`config.mk`:
```
export PLATFORM = sky130hd
export DESIGN_NAME = moldudp64_miss_det_mc
export DESIGN_NICKNAME = d
export VERILOG_FILES = /design/src/rtl/moldudp64_pkg.sv /design/src/rtl/moldudp64_hdr_cmp.sv /design/src/rtl/moldudp64_miss_det_mc.sv
export SDC_FILE = /design/constraint.sdc
export NUM_CORES = 2
export LEC_CHECK = 0
export BUFFER_PORTS_ARGS = -buffer_cell sky130_fd_sc_hd__buf_4
export CAP_MARGIN = 20
export CORE_MARGIN = 5
export CORE_UTILIZATION = 45
export CTS_CLUSTER_SIZE = 14
export DETAILED_ROUTE_END_ITERATION = 6
export PLACE_DENSITY = 0.76
export SLEW_MARGIN = 25
export SYNTH_ARGS = -nofsm -noshare
export SYNTH_HDL_FRONTEND = slang
export SYNTH_HIERARCHICAL = 1
export SYNTH_SLANG_ARGS = --single-unit
```
`constraint.sdc`:
```
create_clock -name clk -period 15.8 [get_ports clk]
set_input_delay 0.79 -clock clk [delete_from_list [all_inputs] [get_ports clk]]
set_output_delay 0.79 -clock clk [all_outputs]
set_load 0.1 [all_outputs]
```
`src/rtl/moldudp64_pkg.sv`:
```
// Shared widths, constants and header classification for the MoldUDP64
// multi-channel gap/session tracker.
package moldudp64_pkg;

    localparam int          DEF_SID_W       = 80;
    localparam int          DEF_SEQ_NUM_W   = 64;
    localparam int          DEF_ML_W        = 16;
    localparam logic [15:0] DEF_EOS_MSG_CNT = 16'hffff;

    // Outcome of comparing one header against one channel's tracked state.
    typedef enum logic [2:0] {
        CAPT     = 3'd0,  // channel had no state: header seeds it
        OK       = 3'd1,  // in-order (or clean session rollover)
        MISS_SEQ = 3'd2,  // gap inside the current session
        MISS_SID = 3'd3,  // jump to a later session
        DUP      = 3'd4,  // starts below the expected seq (retransmit/dup)
        STALE    = 3'd5   // older session, or same session after EOS
    } hdr_cls_e;

    // Stale headers are dropped outright; every other class is accepted
    // and may therefore close the session when it carries the EOS marker.
    function automatic logic cls_accepts(input hdr_cls_e cls);
        return (cls != STALE);
    endfunction

endpackage

```
`src/rtl/moldudp64_hdr_cmp.sv`:
```
// Combinational classifier: one channel's tracked state plus one packet
// header in, classification, next channel state and report fields out.
module moldudp64_hdr_cmp
    import moldudp64_pkg::*;
#(
    parameter int              SID_W       = DEF_SID_W,
    parameter int              SEQ_NUM_W   = DEF_SEQ_NUM_W,
    parameter int              ML_W        = DEF_ML_W,
    parameter logic [ML_W-1:0] EOS_MSG_CNT = ML_W'(DEF_EOS_MSG_CNT)
) (
    input  logic                 st_vld,
    input  logic                 st_eos,
    input  logic [SID_W-1:0]     st_sid,
    input  logic [SEQ_NUM_W-1:0] st_exp,
    input  logic [SID_W-1:0]     hdr_sid,
    input  logic [SEQ_NUM_W-1:0] hdr_seq_num,
    input  logic [ML_W-1:0]      hdr_msg_cnt,
    output hdr_cls_e             cls,
    output logic                 hdr_eos,
    output logic                 nxt_eos,
    output logic [SID_W-1:0]     nxt_sid,
    output logic [SEQ_NUM_W-1:0] nxt_exp,
    output logic [SEQ_NUM_W-1:0] seq_gap,
    output logic [SID_W-1:0]     sid_gap
);

    logic [SEQ_NUM_W-1:0] inc_s;
    logic [SEQ_NUM_W-1:0] end_s;
    logic                 rollover_s;
    logic                 base_eos_s;

    // Packet extent: an EOS packet carries no messages, so it does not advance.
    always_comb begin
        hdr_eos = (hdr_msg_cnt == EOS_MSG_CNT);
        if (hdr_eos) begin
            inc_s = {SEQ_NUM_W{1'b0}};
        end else begin
            inc_s = SEQ_NUM_W'(hdr_msg_cnt);
        end
        end_s      = hdr_seq_num + inc_s;
        seq_gap    = hdr_seq_num - st_exp;
        sid_gap    = hdr_sid - st_sid;
        rollover_s = st_eos && (hdr_sid == (st_sid + SID_W'(1)))
                     && (hdr_seq_num == SEQ_NUM_W'(1));
    end

    // Classification and next-state selection; stale headers leave state as is.
    always_comb begin
        cls        = OK;
        base_eos_s = st_eos;
        nxt_sid    = st_sid;
        nxt_exp    = st_exp;
        if (!st_vld) begin
            cls        = CAPT;
            base_eos_s = 1'b0;
            nxt_sid    = hdr_sid;
            nxt_exp    = end_s;
        end else if (hdr_sid == st_sid) begin
            if (st_eos) begin
                cls = STALE;
            end else if (hdr_seq_num == st_exp) begin
                cls     = OK;
                nxt_exp = end_s;
            end else if (hdr_seq_num > st_exp) begin
                cls     = MISS_SEQ;
                nxt_exp = end_s;
            end else begin
                // Partial overlap with new messages still moves us forward.
                cls = DUP;
                if (end_s > st_exp) begin
                    nxt_exp = end_s;
                end else begin
                    nxt_exp = st_exp;
                end
            end
        end else if (hdr_sid > st_sid) begin
            if (rollover_s) begin
                cls = OK;
            end else begin
                cls = MISS_SID;
            end
            base_eos_s = 1'b0;
            nxt_sid    = hdr_sid;
            nxt_exp    = end_s;
        end else begin
            cls = STALE;
        end
    end

    // An accepted EOS packet closes the channel's session.
    always_comb begin
        nxt_eos = base_eos_s | (hdr_eos & cls_accepts(cls));
    end

endmodule

```
`src/rtl/moldudp64_miss_det_mc.sv`:
```
// Multi-channel MoldUDP64 gap/session tracker: per-channel expected
// session/sequence state, one header classified per cycle, registered
// miss/jump/stale/dup/eos reports one cycle later.
module moldudp64_miss_det_mc
    import moldudp64_pkg::*;
#(
    parameter int              N_CH        = 4,
    parameter int              CH_W        = (N_CH > 1) ? $clog2(N_CH) : 1,
    parameter int              SID_W       = DEF_SID_W,
    parameter int              SEQ_NUM_W   = DEF_SEQ_NUM_W,
    parameter int              ML_W        = DEF_ML_W,
    parameter logic [ML_W-1:0] EOS_MSG_CNT = ML_W'(DEF_EOS_MSG_CNT)
) (
    input  logic                 clk,
    input  logic                 reset,
    input  logic                 hdr_v_i,
    input  logic [CH_W-1:0]      hdr_ch_i,
    input  logic [SID_W-1:0]     hdr_sid_i,
    input  logic [SEQ_NUM_W-1:0] hdr_seq_num_i,
    input  logic [ML_W-1:0]      hdr_msg_cnt_i,
    input  logic                 clr_v_i,
    input  logic [CH_W-1:0]      clr_ch_i,
    output logic                 miss_seq_num_v_o,
    output logic [CH_W-1:0]      miss_seq_num_ch_o,
    output logic [SID_W-1:0]     miss_seq_num_sid_o,
    output logic [SEQ_NUM_W-1:0] miss_seq_num_start_o,
    output logic [SEQ_NUM_W-1:0] miss_seq_num_cnt_o,
    output logic                 miss_sid_v_o,
    output logic [CH_W-1:0]      miss_sid_ch_o,
    output logic [SID_W-1:0]     miss_sid_start_o,
    output logic [SEQ_NUM_W-1:0] miss_sid_seq_num_start_o,
    output logic [SID_W-1:0]     miss_sid_cnt_o,
    output logic [SEQ_NUM_W-1:0] miss_sid_seq_num_end_o,
    output logic                 stale_v_o,
    output logic                 dup_v_o,
    output logic                 eos_v_o
);

    // Channel state register file.
    logic                 vld_r [N_CH];
    logic                 eos_r [N_CH];
    logic [SID_W-1:0]     sid_r [N_CH];
    logic [SEQ_NUM_W-1:0] exp_r [N_CH];

    logic [N_CH-1:0]      hsel_s;
    logic [N_CH-1:0]      csel_s;
    logic                 ch_ok_s;
    logic                 hdr_act_s;
    logic                 clr_hit_s;
    logic                 rd_vld_s;
    logic                 rd_eos_s;
    logic [SID_W-1:0]     rd_sid_s;
    logic [SEQ_NUM_W-1:0] rd_exp_s;
    logic                 st_vld_s;
    logic                 st_eos_s;

    hdr_cls_e             cls_s;
    logic                 hdr_eos_s;
    logic                 nxt_eos_s;
    logic [SID_W-1:0]     nxt_sid_s;
    logic [SEQ_NUM_W-1:0] nxt_exp_s;
    logic [SEQ_NUM_W-1:0] seq_gap_s;
    logic [SID_W-1:0]     sid_gap_s;

    logic                 ev_miss_seq_s;
    logic                 ev_miss_sid_s;
    logic                 ev_stale_s;
    logic                 ev_dup_s;
    logic                 ev_eos_s;

    // One-hot channel decodes for the header and the clear request.
    always_comb begin
        for (int i = 0; i < N_CH; i++) begin
            hsel_s[i] = (hdr_ch_i == CH_W'(i));
            csel_s[i] = (clr_ch_i == CH_W'(i));
        end
        ch_ok_s   = ({1'b0, hdr_ch_i} < (CH_W + 1)'(N_CH));
        hdr_act_s = hdr_v_i & ch_ok_s;
        clr_hit_s = clr_v_i & (clr_ch_i == hdr_ch_i);
    end

    // Read mux of the addressed channel's state (AND-OR over the one-hot select).
    always_comb begin
        rd_vld_s = 1'b0;
        rd_eos_s = 1'b0;
        rd_sid_s = {SID_W{1'b0}};
        rd_exp_s = {SEQ_NUM_W{1'b0}};
        for (int i = 0; i < N_CH; i++) begin
            rd_vld_s = rd_vld_s | (vld_r[i] & hsel_s[i]);
            rd_eos_s = rd_eos_s | (eos_r[i] & hsel_s[i]);
            rd_sid_s = rd_sid_s | (sid_r[i] & {SID_W{hsel_s[i]}});
            rd_exp_s = rd_exp_s | (exp_r[i] & {SEQ_NUM_W{hsel_s[i]}});
        end
        // A clear aimed at the same channel wins: the header sees no state.
        st_vld_s = rd_vld_s & ~clr_hit_s;
        st_eos_s = rd_eos_s & ~clr_hit_s;
    end

    moldudp64_hdr_cmp #(
        .SID_W       (SID_W),
        .SEQ_NUM_W   (SEQ_NUM_W),
        .ML_W        (ML_W),
        .EOS_MSG_CNT (EOS_MSG_CNT)
    ) u_hdr_cmp (
        .st_vld      (st_vld_s),
        .st_eos      (st_eos_s),
        .st_sid      (rd_sid_s),
        .st_exp      (rd_exp_s),
        .hdr_sid     (hdr_sid_i),
        .hdr_seq_num (hdr_seq_num_i),
        .hdr_msg_cnt (hdr_msg_cnt_i),
        .cls         (cls_s),
        .hdr_eos     (hdr_eos_s),
        .nxt_eos     (nxt_eos_s),
        .nxt_sid     (nxt_sid_s),
        .nxt_exp     (nxt_exp_s),
        .seq_gap     (seq_gap_s),
        .sid_gap     (sid_gap_s)
    );

    // Report strobes for the current header; at most one of the first four fires.
    always_comb begin
        ev_miss_seq_s = hdr_act_s & (cls_s == MISS_SEQ);
        ev_miss_sid_s = hdr_act_s & (cls_s == MISS_SID);
        ev_stale_s    = hdr_act_s & (cls_s == STALE);
        ev_dup_s      = hdr_act_s & (cls_s == DUP);
        ev_eos_s      = hdr_act_s & hdr_eos_s & cls_accepts(cls_s);
    end

    // Channel state update: header write has priority over a clear of the same channel.
    always_ff @(posedge clk) begin
        if (reset) begin
            for (int i = 0; i < N_CH; i++) begin
                vld_r[i] <= 1'b0;
                eos_r[i] <= 1'b0;
                sid_r[i] <= {SID_W{1'b0}};
                exp_r[i] <= {SEQ_NUM_W{1'b0}};
            end
        end else begin
            for (int i = 0; i < N_CH; i++) begin
                if (hdr_act_s && hsel_s[i]) begin
                    vld_r[i] <= 1'b1;
                    eos_r[i] <= nxt_eos_s;
                    sid_r[i] <= nxt_sid_s;
                    exp_r[i] <= nxt_exp_s;
                end else if (clr_v_i && csel_s[i]) begin
                    vld_r[i] <= 1'b0;
                    eos_r[i] <= 1'b0;
                end
            end
        end
    end

    // Registered reports; data fields load with their strobe and hold otherwise.
    always_ff @(posedge clk) begin
        if (reset) begin
            miss_seq_num_v_o         <= 1'b0;
            miss_seq_num_ch_o        <= {CH_W{1'b0}};
            miss_seq_num_sid_o       <= {SID_W{1'b0}};
            miss_seq_num_start_o     <= {SEQ_NUM_W{1'b0}};
            miss_seq_num_cnt_o       <= {SEQ_NUM_W{1'b0}};
            miss_sid_v_o             <= 1'b0;
            miss_sid_ch_o            <= {CH_W{1'b0}};
            miss_sid_start_o         <= {SID_W{1'b0}};
            miss_sid_seq_num_start_o <= {SEQ_NUM_W{1'b0}};
            miss_sid_cnt_o           <= {SID_W{1'b0}};
            miss_sid_seq_num_end_o   <= {SEQ_NUM_W{1'b0}};
            stale_v_o                <= 1'b0;
            dup_v_o                  <= 1'b0;
            eos_v_o                  <= 1'b0;
        end else begin
            miss_seq_num_v_o <= ev_miss_seq_s;
            miss_sid_v_o     <= ev_miss_sid_s;
            stale_v_o        <= ev_stale_s;
            dup_v_o          <= ev_dup_s;
            eos_v_o          <= ev_eos_s;
            if (ev_miss_seq_s) begin
                miss_seq_num_ch_o    <= hdr_ch_i;
                miss_seq_num_sid_o   <= hdr_sid_i;
                miss_seq_num_start_o <= rd_exp_s;
                miss_seq_num_cnt_o   <= seq_gap_s;
            end
            if (ev_miss_sid_s) begin
                miss_sid_ch_o            <= hdr_ch_i;
                miss_sid_start_o         <= rd_sid_s;
                miss_sid_seq_num_start_o <= rd_exp_s;
                miss_sid_cnt_o           <= sid_gap_s;
                miss_sid_seq_num_end_o   <= hdr_seq_num_i;
            end
        end
    end

endmodule

```
==> metrics.csv <==
stage,metric,value,unit
place,DP HPWL,152000,um
global_routing,vias in the first global route,48750,
clock_tree,clk root buf,clkbuf_16,
place,I/O Buffers,672,
clock_tree,clk sinks,1089,
worst_setup_path,CP Cell Sequence,buf_6 -> buf_4 -> mux4_2 -> ha_1 -> xnor2_1 -> nand4_1 -> nor4_2 -> nand4_1 -> a211oi_1 -> nand4_1 -> or3_1 -> o311ai_1 -> o211ai_1 -> nand4bb_4 -> buf_4 -> buf_4 -> nand2_1 -> a21oi_1,
power_and_ir_drop,Sw Ratio,32.7,%
sta,clk_skew,0.0662,ns
floorplanning,Core ar.,0.131,mm^2
worst_setup_path,FF-to-FF setup slack,8.24,ns
power_and_ir_drop,Max IR drop VDD,0.0000929,V
power_and_ir_drop,P_sw,2.55,mW
place,dpl cell area,0.0655,mm^2
clock_tree,"CTS clk-pin slew, worst paths",0.06,ns
synth,Post-synth EDFFs,584,
sta,maximum achievable frequency,0.116,GHz
power_and_ir_drop,Pwr per Cell Area,113,mW/mm^2
clock_tree,H-tree levels,3,
sta,Final Hold Vio Count,0,
hold_path,Hold Crit Class,input port to flip-flop,
worst_setup_path,CP max stage cell,nor4_2,
worst_setup_path,WP buf/inv,4,
power_and_ir_drop,clock share of power,35.1,%
worst_setup_path,element type at the critical path end,flip-flop,
power_and_ir_drop,sequential share of power,40.3,%
route,DRC,0,
sta,Pins Over Slew Limit,0,
synth,syn_nets,6636,
clock_tree,CTS Buf Count,114,
synth,main area contributors after synthesis,"edfxtp_1 29%, dfxtp_1 17%, nand2_1 7.9%",
synth,post-synthesis cell count,6240,
sta,final worst-path cycle share,54.5,%
finish,"Design Area, Final",0.0694,mm^2
sta,Slew HR,25.1,%
floorplanning,Initial Utilization,45.3,%
sta,Tightest Pin Transition,1.11,ns
finish,P&R area growth vs syn,16.6,%
worst_setup_path,Crit Path Category,input port to flip-flop,
route,DR vias/cell,6.03,
worst_setup_path,"Arr. time, crit path",9.25,ns
worst_setup_path,crit-path max cell delay,0.91,ns
synth,Yosys reg bits,1089,
finish,"commonest cells after routing, fill and taps aside","1252 x nand2_1, 711 x a21oi_1, 708 x buf_4",
floorplanning,die area,0.140,mm^2
route,Detailed Route Iter0 Violations,5846,
route,"antenna viol nets, final",0,
synth,ys async rst share,0,%
global_routing,global route overflow,0,
synth,synth unique cells,95,
sta,final worst slack,7.19,ns
worst_setup_path,top cell family by delay on the critical path,buffers and inverters,
power_and_ir_drop,Internal,5.26,mW
worst_setup_path,Reg2Reg Depth,16,
clock_tree,postcts setup bufs,0,
clock_tree,Skew-Pair Late Insertion Delay,0.76,ns
worst_setup_path,stages on the worst setup path,18,
synth,post-synthesis sequential area ratio,46.5,%
clock_tree,CTS Hold Bufs,0,
synth,"Top FF cell, synth",edfxtp_1,
run_status,outcome,"complete, no violations",
power_and_ir_drop,Gate power share,24.5,%
worst_setup_path,reg-to-reg endpoint,miss_seq_num_start_o[43]$_SDFFE_PP0P_,
place,placed cells,8304,
global_routing,All-Layer GR Usage,28.8,%
route,drt first pass iters,7,
global_routing,pin count of the biggest net entering global routing,318,
synth,share of the synthesized area in the top cell type,29.5,%
worst_setup_path,WP data required,16.44,ns
sta,post-route setup TNS,0,ns
sta,minimum clock period,8.61,ns
hold_path,HP Start,hdr_sid_i[45],
route,DR vias,51449,
finish,Layout Nets,7063,
clock_tree,post-cts resize count,0,
floorplanning,Rows,133,
finish,Filler cells,11844,
synth,syn avg cell area,9.53,um^2
clock_tree,CTS tree,yes,
floorplanning,chip width,374,um
sta,RSZ-0062 raised after global routing,false,
finish,Non-Filler Instances,8529,
place,gpl congestion,1.02,
flow_run,max cap viols,0,
synth,"Cell Area, Synth",0.0595,mm^2
route,mean routed wirelength per cell,24.8,um
clock_tree,clk buf depth,3,
sta,WHS,0.319,ns
sta,Final Setup Violations,0,
worst_setup_path,Worst Path Max Fanout,79,
worst_setup_path,FF-to-FF Start,sid_r[3][1]$_SDFFCE_PN0P_,
power_and_ir_drop,leakage,28.3,nW
worst_setup_path,CP startpoint kind,input port,
route,final WL,211000,um
finish,"commonest non-fill, non-tap cell in the layout",nand2_1,
hold_path,hold endpoint,miss_seq_num_sid_o[45]$_SDFFE_PP0P_,
synth,YS warnings,6,
floorplanning,Chip Height,374,um
place,Place WS,6.35,ns
finish,share of cells above drive strength 1,17.1,%
hold_path,Worst Hold Depth,3,
synth,Synth area leader,edfxtp_1,
floorplanning,Boundary Pins,673,
global_routing,initial antenna violation count,17,
global_routing,first-pass GRT wire length,312000,um
## registers in the layout, summed over array words and instances, names as in the netlist
name                      count
exp_r                       256
eos_r                         4
miss_sid_ch_o                 2
miss_sid_cnt_o               80
miss_sid_seq_num_end_o       64
eos_v_o                       1
miss_seq_num_start_o         64
stale_v_o                     1
miss_seq_num_v_o              1
miss_seq_num_cnt_o           64
sid_r                       320
vld_r                         4
miss_sid_start_o             80
miss_seq_num_sid_o           80
miss_seq_num_ch_o             2
dup_v_o                       1
miss_sid_seq_num_start_o     64
miss_sid_v_o                  1
## layer usage
| layer | track usage (%) | up-vias | routed length (um) |
|---|---|---|---|
| li1 | - | 23132 | - |
| met1 | 37.2 | 24950 | 81000 |
| met2 | 46.1 | 2823 | 97300 |
| met3 | 7.48 | 524 | 23100 |
| met4 | 12.1 | 20 | 9850 |
| met5 | 0 | - | 135 |
## power groups by stage
stage          Sequential (mW)  Combinational [mW]  Clock [mW]
4_1_cts                   3.15                1.87        2.78
6_report                  3.15                1.92        2.74
3_5_place_dp              3.21                1.85           0
2_1_floorplan             3.43                1.05           0
5_1_grt                   3.16                2.02        2.90
3_3_place_gp              3.21                1.84           0
## worst max path at each step
stage	from	to	slack (ns)
after floorplan	hdr_msg_cnt_i[14]	exp_r[0][56]$_SDFFCE_PN0P_	8.65
after global placement	hdr_ch_i[1]	miss_seq_num_cnt_o[44]$_SDFFE_PP0P_	6.37
after detailed placement	hdr_ch_i[1]	miss_seq_num_start_o[28]$_SDFFE_PP0P_	6.35
after CTS	hdr_ch_i[1]	miss_seq_num_start_o[22]$_SDFFE_PP0P_	7.12
after global routing	hdr_ch_i[1]	miss_seq_num_start_o[43]$_SDFFE_PP0P_	7.05
final	hdr_ch_i[1]	miss_seq_num_start_o[43]$_SDFFE_PP0P_	7.19
## layout make-up
class | instances | area (um^2) | share of cell area, %
Tap cell | 1755 | 2200 | 3.17
Sequential cell | 1089 | 27600 | 39.9
Timing Repair Buffer | 721 | 5530 | 7.97
Multi-Input combinational cell | 4536 | 29400 | 42.3
Clock inverter | 65 | 646 | 0.931
Inverter | 205 | 769 | 1.11
Antenna cell | 6 | 15.0 | 0.0216
Clock buffer | 152 | 3180 | 4.59
## stage by stage
stage / utilization (%) / total power, mW
floorplan: - / 4.48
global placement: 49.8 / 5.05
detailed placement: 49.8 / 5.07
CTS: 52.7 / 7.79
global route: 52.7 / 8.08
finish: 52.8 / 7.81
## cell usage after synthesis (53+ instances only)
cell      instances
clkbuf_1        264
o21ai_0         201
mux2_2           59
mux4_2          146
buf_2            91
a21o_1          156
xnor2_1         198
xor2_1          101
inv_1           205
nor2_1          149
nand3_1          87
and3_1          468
nor3_1           53
edfxtp_1        584
and2_1          167
ha_1            225
nand4_1         116
a21oi_1         711
dfxtp_1         505
nand2_1        1252
## cell families after synthesis
| family | after synthesis | synth area share (%) |
|---|---|---|
| simple gates | 2514 | 20.6 |
| buf+inv | 615 | 4.38 |
| xor+xnor | 299 | 4.40 |
| mux | 218 | 6.88 |
| compound gates | 1276 | 12.4 |
| fa+ha+maj | 229 | 4.85 |
| flops | 1089 | 46.5 |
## tightest hold or removal path, delay by kind of cell
kind / cells / cell delay, ns
AO/OA/AOI/OAI: 1 / 0.05
buffers and inverters: 1 / 0.13
AND/OR/NAND/NOR: 1 / 0.06
Note: power is estimated with default switching activity, not from simulation.
